### config.mk
export PLATFORM = sky130hd
export DESIGN_NAME = instr_encoder_flat
export DESIGN_NICKNAME = d
export VERILOG_FILES = /design/src/rtl/rv32_pkg.sv /design/src/rtl/instr_encoder_if.sv /design/src/rtl/imm_packer.sv /design/src/rtl/instr_encoder.sv /design/src/flat_wrapper.sv
export SDC_FILE = /design/constraint.sdc
export NUM_CORES = 1
export LEC_CHECK = 0
export BUFFER_PORTS_ARGS = -buffer_cell sky130_fd_sc_hd__buf_2
export CORE_UTILIZATION = 54
export CTS_BUF_LIST = sky130_fd_sc_hd__clkbuf_4
export DETAILED_ROUTE_END_ITERATION = 7
export PLACE_DENSITY = 0.88
export SETUP_SLACK_MARGIN = 0.2
export SYNTH_ARGS = -nofsm -noshare
export SYNTH_HDL_FRONTEND = slang
export SYNTH_SLANG_ARGS = --single-unit
### constraint.sdc
create_clock -name clk -period 2.5 [get_ports clk]
set_clock_uncertainty 0.2 [all_clocks]
set_input_delay 0.5 -clock clk [delete_from_list [all_inputs] [get_ports clk]]
set_output_delay 0.5 -clock clk [all_outputs]
set_load 0.02 [all_outputs]
### src/rtl/rv32_pkg.sv
// rv32_pkg: instruction formats, major opcodes and the canonical NOP shared by
// the encoder, its immediate packer and the program loader.
package rv32_pkg;

   typedef enum logic [2:0] {
      FMT_R   = 3'd0,
      FMT_I   = 3'd1,
      FMT_S   = 3'd2,
      FMT_B   = 3'd3,
      FMT_U   = 3'd4,
      FMT_J   = 3'd5,
      FMT_ISH = 3'd6,
      FMT_ILL = 3'd7
   } fmt_t;

   localparam logic [6:0] OP_R      = 7'b0110011;
   localparam logic [6:0] OP_IMM    = 7'b0010011;
   localparam logic [6:0] OP_LOAD   = 7'b0000011;
   localparam logic [6:0] OP_STORE  = 7'b0100011;
   localparam logic [6:0] OP_BRANCH = 7'b1100011;
   localparam logic [6:0] OP_JAL    = 7'b1101111;
   localparam logic [6:0] OP_JALR   = 7'b1100111;
   localparam logic [6:0] OP_LUI    = 7'b0110111;
   localparam logic [6:0] OP_AUIPC  = 7'b0010111;

   localparam logic [31:0] NOP_INSTR = 32'h0000_0013;

   // Register/funct fields of a word for the given format; immediate bits and
   // the opcode are OR-ed in separately.
   function automatic logic [31:0] reg_fields(input fmt_t       fmt,
                                              input logic [6:0] funct7,
                                              input logic [4:0] rs2,
                                              input logic [4:0] rs1,
                                              input logic [2:0] funct3,
                                              input logic [4:0] rd);
      logic [31:0] w;
      w = '0;
      case (fmt)
         FMT_R:        w = {funct7, rs2, rs1, funct3, rd, 7'b0};
         FMT_I:        w = {12'b0, rs1, funct3, rd, 7'b0};
         FMT_S, FMT_B: w = {7'b0, rs2, rs1, funct3, 5'b0, 7'b0};
         FMT_U, FMT_J: w = {20'b0, rd, 7'b0};
         FMT_ISH:      w = {funct7, 5'b0, rs1, funct3, rd, 7'b0};
         default:      w = '0;
      endcase
      return w;
   endfunction

endpackage

### src/rtl/instr_encoder_if.sv
// instr_encoder_if: request channel, word/address output channel, address
// load and status of the instruction encoder. slave = encoder side.
interface instr_encoder_if #(
   parameter int unsigned ADDR_W = 32
);
   import rv32_pkg::*;

   logic              in_valid;
   logic              in_ready;
   fmt_t              fmt;
   logic [6:0]        opcode;
   logic [4:0]        rd;
   logic [4:0]        rs1;
   logic [4:0]        rs2;
   logic [2:0]        funct3;
   logic [6:0]        funct7;
   logic [31:0]       imm;
   logic              addr_load;
   logic [ADDR_W-1:0] addr_base;
   logic              out_valid;
   logic              out_ready;
   logic [31:0]       out_instr;
   logic [ADDR_W-1:0] out_addr;
   logic [15:0]       enc_count;
   logic              enc_err;

   modport slave (
      input  in_valid, fmt, opcode, rd, rs1, rs2, funct3, funct7, imm,
      input  addr_load, addr_base, out_ready,
      output in_ready, out_valid, out_instr, out_addr, enc_count, enc_err
   );

   modport master (
      output in_valid, fmt, opcode, rd, rs1, rs2, funct3, funct7, imm,
      output addr_load, addr_base, out_ready,
      input  in_ready, out_valid, out_instr, out_addr, enc_count, enc_err
   );

endinterface

### src/rtl/imm_packer.sv
// imm_packer: scatters a signed immediate into its instruction bit positions
// for the given format and flags illegal requests.
// ENC_CHECK_EN defined: full range/alignment legality; otherwise only fmt=7.
module imm_packer
   import rv32_pkg::*;
(
   input  fmt_t        fmt,
   input  logic [31:0] imm,
   output logic [31:0] imm_field,
   output logic        illegal
);

   // Immediate bit-scatter; bits outside the format's fields are dropped.
   always_comb begin
      imm_field = '0;
      case (fmt)
         FMT_I: imm_field[31:20] = imm[11:0];
         FMT_S: begin
            imm_field[31:25] = imm[11:5];
            imm_field[11:7]  = imm[4:0];
         end
         FMT_B: begin
            imm_field[31]    = imm[12];
            imm_field[30:25] = imm[10:5];
            imm_field[11:8]  = imm[4:1];
            imm_field[7]     = imm[11];
         end
         FMT_U: imm_field[31:12] = imm[31:12];
         FMT_J: begin
            imm_field[31]    = imm[20];
            imm_field[30:21] = imm[10:1];
            imm_field[20]    = imm[11];
            imm_field[19:12] = imm[19:12];
         end
         FMT_ISH: imm_field[24:20] = imm[4:0];
         default: imm_field = '0;
      endcase
   end

`ifdef ENC_CHECK_EN
   logic signed [31:0] simm;
   assign simm = $signed(imm);

   // Legality: immediate must fit the format's signed field and alignment.
   always_comb begin
      illegal = 1'b0;
      case (fmt)
         FMT_I, FMT_S: illegal = (simm < -32'sd2048) || (simm > 32'sd2047);
         FMT_B:   illegal = imm[0] || (simm < -32'sd4096) || (simm > 32'sd4094);
         FMT_J:   illegal = imm[0] || (simm < -32'sd1048576) || (simm > 32'sd1048574);
         FMT_ISH: illegal = |imm[31:5];
         FMT_ILL: illegal = 1'b1;
         default: illegal = 1'b0;
      endcase
   end
`else
   // Without checking only the reserved format code is rejected.
   always_comb begin
      illegal = (fmt == FMT_ILL);
   end
`endif

endmodule

### src/rtl/instr_encoder.sv
// instr_encoder: two-stage valid/ready pipeline packing field requests into
// RV32 words with a running byte address (S1 = fields, S2 = word + address).
// ENC_CHECK_EN defined: illegal requests set the sticky enc_err flag.
module instr_encoder
   import rv32_pkg::*;
#(
   parameter int unsigned       ADDR_W     = 32,
   parameter logic [ADDR_W-1:0] RESET_ADDR = '0
) (
   input logic         clk,
   input logic         rst_n,
   instr_encoder_if.slave bus
);

   logic              s1_valid;
   fmt_t              s1_fmt;
   logic [6:0]        s1_opcode;
   logic [4:0]        s1_rd;
   logic [4:0]        s1_rs1;
   logic [4:0]        s1_rs2;
   logic [2:0]        s1_funct3;
   logic [6:0]        s1_funct7;
   logic [31:0]       s1_imm;

   logic              out_valid_q;
   logic [31:0]       out_instr_q;
   logic [ADDR_W-1:0] out_addr_q;
   logic [15:0]       count_q;

   logic              in_ready;
   logic              in_fire;
   logic              s2_load;
   logic              out_fire;
   logic [31:0]       imm_field;
   logic              illegal;
   logic [31:0]       enc_word;

   assign in_ready = !s1_valid || !out_valid_q || bus.out_ready;
   assign in_fire  = bus.in_valid && in_ready;
   assign s2_load  = s1_valid && (!out_valid_q || bus.out_ready);
   assign out_fire = out_valid_q && bus.out_ready;

   imm_packer u_imm_packer (
      .fmt       (s1_fmt),
      .imm       (s1_imm),
      .imm_field (imm_field),
      .illegal   (illegal)
   );

   // Assemble the S1 request into a machine word; illegal requests become NOP.
   always_comb begin
      enc_word = reg_fields(s1_fmt, s1_funct7, s1_rs2, s1_rs1, s1_funct3, s1_rd)
               | imm_field | {25'b0, s1_opcode};
      if (illegal) enc_word = NOP_INSTR;
   end

   // S1: capture request fields; empties when its word moves into S2.
   always_ff @(posedge clk) begin
      if (!rst_n) begin
         s1_valid  <= 1'b0;
         s1_fmt    <= FMT_R;
         s1_opcode <= '0;
         s1_rd     <= '0;
         s1_rs1    <= '0;
         s1_rs2    <= '0;
         s1_funct3 <= '0;
         s1_funct7 <= '0;
         s1_imm    <= '0;
      end else if (in_fire) begin
         s1_valid  <= 1'b1;
         s1_fmt    <= bus.fmt;
         s1_opcode <= bus.opcode;
         s1_rd     <= bus.rd;
         s1_rs1    <= bus.rs1;
         s1_rs2    <= bus.rs2;
         s1_funct3 <= bus.funct3;
         s1_funct7 <= bus.funct7;
         s1_imm    <= bus.imm;
      end else if (s2_load) begin
         s1_valid  <= 1'b0;
      end
   end

   // S2: hold the assembled word until the memory accepts it.
   always_ff @(posedge clk) begin
      if (!rst_n) begin
         out_valid_q <= 1'b0;
         out_instr_q <= NOP_INSTR;
      end else if (s2_load) begin
         out_valid_q <= 1'b1;
         out_instr_q <= enc_word;
      end else if (out_fire) begin
         out_valid_q <= 1'b0;
      end
   end

   // Address counter: an explicit load overrides the post-handshake increment.
   always_ff @(posedge clk) begin
      if (!rst_n)             out_addr_q <= RESET_ADDR;
      else if (bus.addr_load) out_addr_q <= bus.addr_base;
      else if (out_fire)      out_addr_q <= out_addr_q + ADDR_W'(4);
   end

   // Emitted-word counter, saturating at all-ones.
   always_ff @(posedge clk) begin
      if (!rst_n)                        count_q <= '0;
      else if (out_fire && count_q != '1) count_q <= count_q + 16'd1;
   end

`ifdef ENC_CHECK_EN
   logic err_q;

   // Sticky error: set when an illegal request leaves S1, cleared by reset only.
   always_ff @(posedge clk) begin
      if (!rst_n)                  err_q <= 1'b0;
      else if (s2_load && illegal) err_q <= 1'b1;
   end

   assign bus.enc_err = err_q;
`else
   assign bus.enc_err = 1'b0;
`endif

   assign bus.in_ready  = in_ready;
   assign bus.out_valid = out_valid_q;
   assign bus.out_instr = out_instr_q;
   assign bus.out_addr  = out_addr_q;
   assign bus.enc_count = count_q;

endmodule

### src/flat_wrapper.sv
// flat-port wrapper written by rule: the top's interface ports become plain ports
module instr_encoder_flat import rv32_pkg::*;
#(
   parameter int unsigned       ADDR_W     = 32,
   parameter logic [ADDR_W-1:0] RESET_ADDR = '0
)
  (clk, rst_n, bus_in_valid, bus_fmt, bus_opcode, bus_rd, bus_rs1, bus_rs2, bus_funct3, bus_funct7, bus_imm, bus_addr_load, bus_addr_base, bus_out_ready, bus_in_ready, bus_out_valid, bus_out_instr, bus_out_addr, bus_enc_count, bus_enc_err);
  instr_encoder_if #(.ADDR_W(ADDR_W)) bus_i ();
  input logic clk;
  input logic rst_n;
  input wire logic [$bits(bus_i.in_valid)-1:0] bus_in_valid;
  input wire logic [$bits(bus_i.fmt)-1:0] bus_fmt;
  input wire logic [$bits(bus_i.opcode)-1:0] bus_opcode;
  input wire logic [$bits(bus_i.rd)-1:0] bus_rd;
  input wire logic [$bits(bus_i.rs1)-1:0] bus_rs1;
  input wire logic [$bits(bus_i.rs2)-1:0] bus_rs2;
  input wire logic [$bits(bus_i.funct3)-1:0] bus_funct3;
  input wire logic [$bits(bus_i.funct7)-1:0] bus_funct7;
  input wire logic [$bits(bus_i.imm)-1:0] bus_imm;
  input wire logic [$bits(bus_i.addr_load)-1:0] bus_addr_load;
  input wire logic [$bits(bus_i.addr_base)-1:0] bus_addr_base;
  input wire logic [$bits(bus_i.out_ready)-1:0] bus_out_ready;
  output wire logic [$bits(bus_i.in_ready)-1:0] bus_in_ready;
  output wire logic [$bits(bus_i.out_valid)-1:0] bus_out_valid;
  output wire logic [$bits(bus_i.out_instr)-1:0] bus_out_instr;
  output wire logic [$bits(bus_i.out_addr)-1:0] bus_out_addr;
  output wire logic [$bits(bus_i.enc_count)-1:0] bus_enc_count;
  output wire logic [$bits(bus_i.enc_err)-1:0] bus_enc_err;
  assign bus_i.in_valid = bus_in_valid;
  assign bus_i.fmt = bus_fmt;
  assign bus_i.opcode = bus_opcode;
  assign bus_i.rd = bus_rd;
  assign bus_i.rs1 = bus_rs1;
  assign bus_i.rs2 = bus_rs2;
  assign bus_i.funct3 = bus_funct3;
  assign bus_i.funct7 = bus_funct7;
  assign bus_i.imm = bus_imm;
  assign bus_i.addr_load = bus_addr_load;
  assign bus_i.addr_base = bus_addr_base;
  assign bus_i.out_ready = bus_out_ready;
  assign bus_in_ready = bus_i.in_ready;
  assign bus_out_valid = bus_i.out_valid;
  assign bus_out_instr = bus_i.out_instr;
  assign bus_out_addr = bus_i.out_addr;
  assign bus_enc_count = bus_i.enc_count;
  assign bus_enc_err = bus_i.enc_err;
  instr_encoder #(.ADDR_W(ADDR_W), .RESET_ADDR(RESET_ADDR)) u_core (.clk(clk), .rst_n(rst_n), .bus(bus_i));
endmodule
## Word level (Yosys, flattened, before mapping)

Cells that the tools add are included.

| operators by class | value |
|---|---|
| add/sub/neg operators | 2 |
| multipliers | 0 |
| divide/modulo/power cells | 0 |
| magnitude comparators | 0 |
| equal/unequal tests | 8 |
| shifts and indexed selects | 0 |
| multiplexer cells | 12 |
| bitwise operators | 2 |
| reduce and logical (&&, ||, !) cells | 17 |

Operator list:

| operator | count |
|---|---|
| one-hot mux 32 bit (5 select lines) | 1 |
| two-way mux 32 bit | 3 |
| adder 32 x 3 -> 32 bit, second input constant | 1 |
| bitwise OR 32 bit | 1 |
| bitwise OR 32 x 7 -> 32 bit | 1 |
| one-hot mux 7 bit (4 select lines) | 1 |
| adder 16 x 1 -> 16 bit, second input constant | 1 |
| inequality test 16 bit, second input constant | 1 |
| one-hot mux 5 bit (3 select lines) | 1 |
| equality test 3 bit, second input constant | 4 |
| one-hot mux 5 bit (2 select lines) | 1 |
| two-way mux 8 bit | 1 |
| OR reduction 2 bit | 4 |
| equality test 3 x 2 -> 1 bit, second input constant | 2 |
| nonzero test 2 bit | 3 |
| logical AND 1 bit | 4 |
| two-way mux 1 bit | 4 |
| equality test 3 x 1 -> 1 bit, second input constant | 1 |
| zero test 3 bit | 1 |
| logical OR 1 bit | 3 |
| zero test 1 bit | 2 |

| word-level totals | value |
|---|---|
| flip-flop bits (word level) | 149 |
| bits in latches | 0 |
| memory bits (writable) | 0 |
| ROM bits | 0 |
| bits of input ports | 104 |
| output and inout bits | 83 |
| word-level logic and storage cells | 54 |
| memories | 0 |

## Longest topological paths before layout

| logic depth | value |
|---|---|
| word-level depth | 6 |
| gate-level depth with buffers | 8 |
| gate-level depth less buffers | 6 |

## By module

Synthesis repeated with hierarchy kept, for this count alone.

| second synthesis, totals | value |
|---|---|
| cell total of the unflattened synthesis | 872 |
| area, all modules | 6859.1 um2 |

By module, submodules not included:

| module | times used | cells an instance | area each (um2) | sequential area each (um2) |
|---|---|---|---|---|
| instr_encoder | 1 | 798 | 6382.4 | 2982.9 |
| imm_packer | 1 | 74 | 476.7 | 0.0 |

## Worst setup path after synthesis

No wires, ideal clock.

| path | value |
|---|---|
| kind | register to register |
| start point | reg u_core.count_q[6] (netlist: u_core.bus.enc_count[6]) |
| end point | reg u_core.count_q[3] (netlist: u_core.bus.enc_count[3]) |
| library setup time | 115 ps |
| arrival time | 1739 ps |
| data required time | 2185 ps |
| path slack | 447 ps |
| stages on the path, launching flop included | 7 |
| path buffers | 1 |
| period minus slack after synthesis | 2053 ps |
| path through | dfxtp_1 > nand4_2 > or4_4 > o21ai_4 > buf_6 > nor3_1 > o21a_1 |

| on the way | value |
|---|---|
| longest elaborated chain between the ends | 2 |

RTL lines:

| item | line | source |
|---|---|---|
| start, declared | instr_encoder.sv:28 | `logic [15:0] count_q;` |
| start signal, assigned | instr_encoder.sv:107 | `else if (out_fire && count_q != '1) count_q <= count_q + 16'd1;` |
| inequality test 16 bit | instr_encoder.sv:107 |  |
| logical AND 1 bit | instr_encoder.sv:107 |  |

No other way between the ends.
A chain may end at the register's enable or synchronous reset.

## Worst setup path after layout

| path | value |
|---|---|
| start point | reg u_core.out_valid_q (netlist: u_core.bus.out_valid) |
| end point | out bus_in_ready |

| on the way | value |
|---|---|
| longest elaborated chain between the ends | 3 |

RTL lines:

| item | line | source |
|---|---|---|
| start, declared | instr_encoder.sv:25 | `logic out_valid_q;` |
| start signal, assigned | instr_encoder.sv:87 | `out_valid_q <= 1'b0;` |
| start signal, assigned | instr_encoder.sv:90 | `out_valid_q <= 1'b1;` |
| start signal, assigned | instr_encoder.sv:93 | `out_valid_q <= 1'b0;` |
| zero test 1 bit | instr_encoder.sv:38 | `assign in_ready = !s1_valid \|\| !out_valid_q \|\| bus.out_ready;` |
| logical OR 1 bit (2 in series) | instr_encoder.sv:38 |  |
| end, declared | flat_wrapper.sv:23 | `output wire logic [$bits(bus_i.in_ready)-1:0] bus_in_ready;` |

No other way between the ends.

==> impl_metrics.tcl <==
set metrics [dict create \
    use_met2_pct 52.9 \
    setup_viol_count_final 0 \
    cpPeakStageDelay_ns 0.40 \
    dr_total_vias 6852 \
    grt_antenna_before_repair 0 \
    p_per_area_nw_per_um2 537 \
    detail-route-antenna-nets 0 \
    top_usage_layer "met2" \
    ioPinCount 187 \
    wl_um 19700 \
    ys_warn_count 0 \
    final_cells 1240 \
    worstPathRequired_ns 1.80 \
    ys_types 57 \
    final_cell_mix "189 x nand2_1, 184 x buf_2, 148 x dfxtp_1" \
    ys_ff_latch 149 \
    globalRouteMet3Util_pct 7.65 \
    layout_commonest_cell "nand2_1" \
    route.detailed.drc 0 \
    root_buffer "clkbuf_4" \
    post_drt_wl_per_cell_um 15.9 \
    ir_drop_uv 565 \
    syn-num-nets 910 \
    post-dp-hpwl_um 11300 \
    crit_path_max_fanout 6 \
    clkTransAtPathRegs_ns 0.12 \
    cts_buffers 17 \
    fmax_mhz 463 \
    tightest_slew_ns 0.600 \
    synth-seq-area-share_pct 44.4 \
    layout-drive-gt1-share_pct 24.0 \
    maxCapViolCount 0 \
    clk-insertion-delay-late_ns 0.58 \
    power_mw 4.78 \
    grt_pass1_vias 6432 \
    synth_edf_count 0 \
    synth_cells 804 \
    cp_num_buf_inv 1 \
    design_area_um2 8920 \
    min_period_over_period_pct 86.3 \
    hp-class "in2reg" \
    initial_utilization_pct 55.7 \
    synthFlopType "dfxtp_1" \
    crit_family "flip-flops" \
    htreeDepth 4 \
    grtUsageTotal_pct 30.2 \
    coreArea_um2 12100 \
    rsz0062_at_grt "no" \
    slowest_stage "dfxtp_2" \
    status "finished, final reports clean" \
    leakagePower_nw 3.71 \
    endpoint_kind "primary output" \
    synthArstFlopShare_pct 0 \
    floorplan.die_area_um2 12900 \
    clk_path_buf_depth 2 \
    avgViaCountPerCell 5.53 \
    syn-mean-instance-area_um2 8.35 \
    place_inst 1118 \
    portBuffers 185 \
    cts_setup_buffers 0 \
    crit_type "reg2out" \
    gp_congestion 0.852 \
    die_w_um 114 \
    antenna_cells 0 \
    cp-start-kind "flop" \
    grt_overflow 0 \
    final_hold_viol_count 0 \
    cts_sinks 149 \
    period_needed_ns 2.16 \
    fin_setup_tns_ns 0 \
    die_h_um 114 \
    max_slew_margin_pct 59.6 \
    nets 1165 \
    syn_area_um2 6710 \
    use_met1_pct 33.9 \
    finalMaxSlewViolations 0 \
    cts_tree "built" \
    rows 40 \
    crit_arrival_ns 1.46 \
    cp_cell_sequence "nor2b_4 -> nand2_1 -> buf_2" \
    drt_iter0_markers 598 \
    dr.pass1.iters 5 \
    grt_max_degree 68 \
    area_growth_pct 32.8 \
    place_area_um2 7750 \
    grt_first_pass_wirelength_um 30600 \
]
[final timing paths]
check,end,start,slack [ns],cells after the start
worst max-delay path,bus_in_ready,u_core.bus.out_valid,0.34,3
worst min-delay path,u_core.bus.out_addr[2],bus_addr_base[2],0.06,4
worst max register to register,u_core.bus.enc_count[3],u_core.bus.enc_count[8],0.45,5
worst min register to register,u_core.bus.out_instr[26],u_core.bus.out_instr[26],0.27,2
[logic make-up after synthesis]
| group | Yosys count | synth area share (%) |
|---|---|---|
| flops | 149 | 44.4 |
| fa+ha+maj | 2 | 0.373 |
| mux | 16 | 2.53 |
| buf+inv | 60 | 4.16 |
| xor+xnor | 33 | 4.30 |
| compound gates | 204 | 20.4 |
| other cells | 1 | 0.0559 |
| simple gates | 339 | 23.7 |
[report_power, final]
part	total (mW)	internal [mW]	switching, mW
Combinational	0.769	0.358	0.412
Clock	1.42	0.498	0.918
Sequential	2.60	2.50	0.101
Total	4.78	3.35	1.43
[timing repair]
action | 4_1_cts | 5_1_grt
hold endpoints to repair | 87 | 3
resized for setup | 2 | 1
hold buffers | 87 | 3
endpoints found under the setup margin | 1 | 1
[layout make-up]
| cell class | instances | area [um2] |
|---|---|---|
| clock buffer | 17 | 128 |
| clock inverter | 15 | 130 |
| fill | 849 | 3150 |
| inverter | 3 | 11.3 |
| multi-input combinational | 595 | 3460 |
| sequential | 149 | 2980 |
| tap | 168 | 210 |
| timing repair buffer | 293 | 1990 |
[synthesized netlist by cell type (16+ instances only)]
cell	number	area (um2)
nand3_1	24	120
clkbuf_1	33	124
nand2_1	190	713
nor3b_1	16	120
and2_1	16	100
nor2_1	33	124
a221oi_1	16	140
o21ai_0	48	240
a21oi_1	31	155
xor2_1	19	166
dfxtp_1	149	2980
a21boi_0	67	503
[per-stage QoR]
stage	hold slack [ns]	worst slack [ns]	utilization [%]
finish	0.0631	0.342	73.9
global route	0.0321	0.242	73.9
CTS	0.000195	0.219	73.7
detailed placement	0.241	0.401	64.2
floorplan	0.235	0.447	-
global placement	0.230	0.446	64.2
[layer usage]
metal	share of wire [%]	vias to the layer above	routed length, um
met5	0	-	0
met1	40	3181	7890
met4	3.6	0	700
met2	50	300	9760
li1	-	3302	-
met3	6.7	69	1320
[worst reg2reg max path, stage by stage (launching register included)]
cell and delay (ns):
dfxtp_1 0.43, nand4_2 0.16, or4_4 0.57, o21ai_4 0.32
nor3_1 0.09, o21a_1 0.17
[state kept, by name, summed over array words and instances, names as in the netlist]
| name | flops |
|---|---|
| u_core.s1_funct7 | 7 |
| u_core.s1_funct3 | 3 |
| u_core.s1_valid | 1 |
| u_core.s1_fmt | 3 |
| u_core.s1_rd | 5 |
| u_core.s1_imm | 32 |
| u_core.bus.enc_count | 16 |
| u_core.s1_rs1 | 5 |
| u_core.s1_opcode | 7 |
| u_core.bus.out_valid | 1 |
| u_core.bus.out_addr | 32 |
| u_core.s1_rs2 | 5 |
| u_core.bus.out_instr | 32 |
Note: power is estimated with default switching activity, not from simulation.
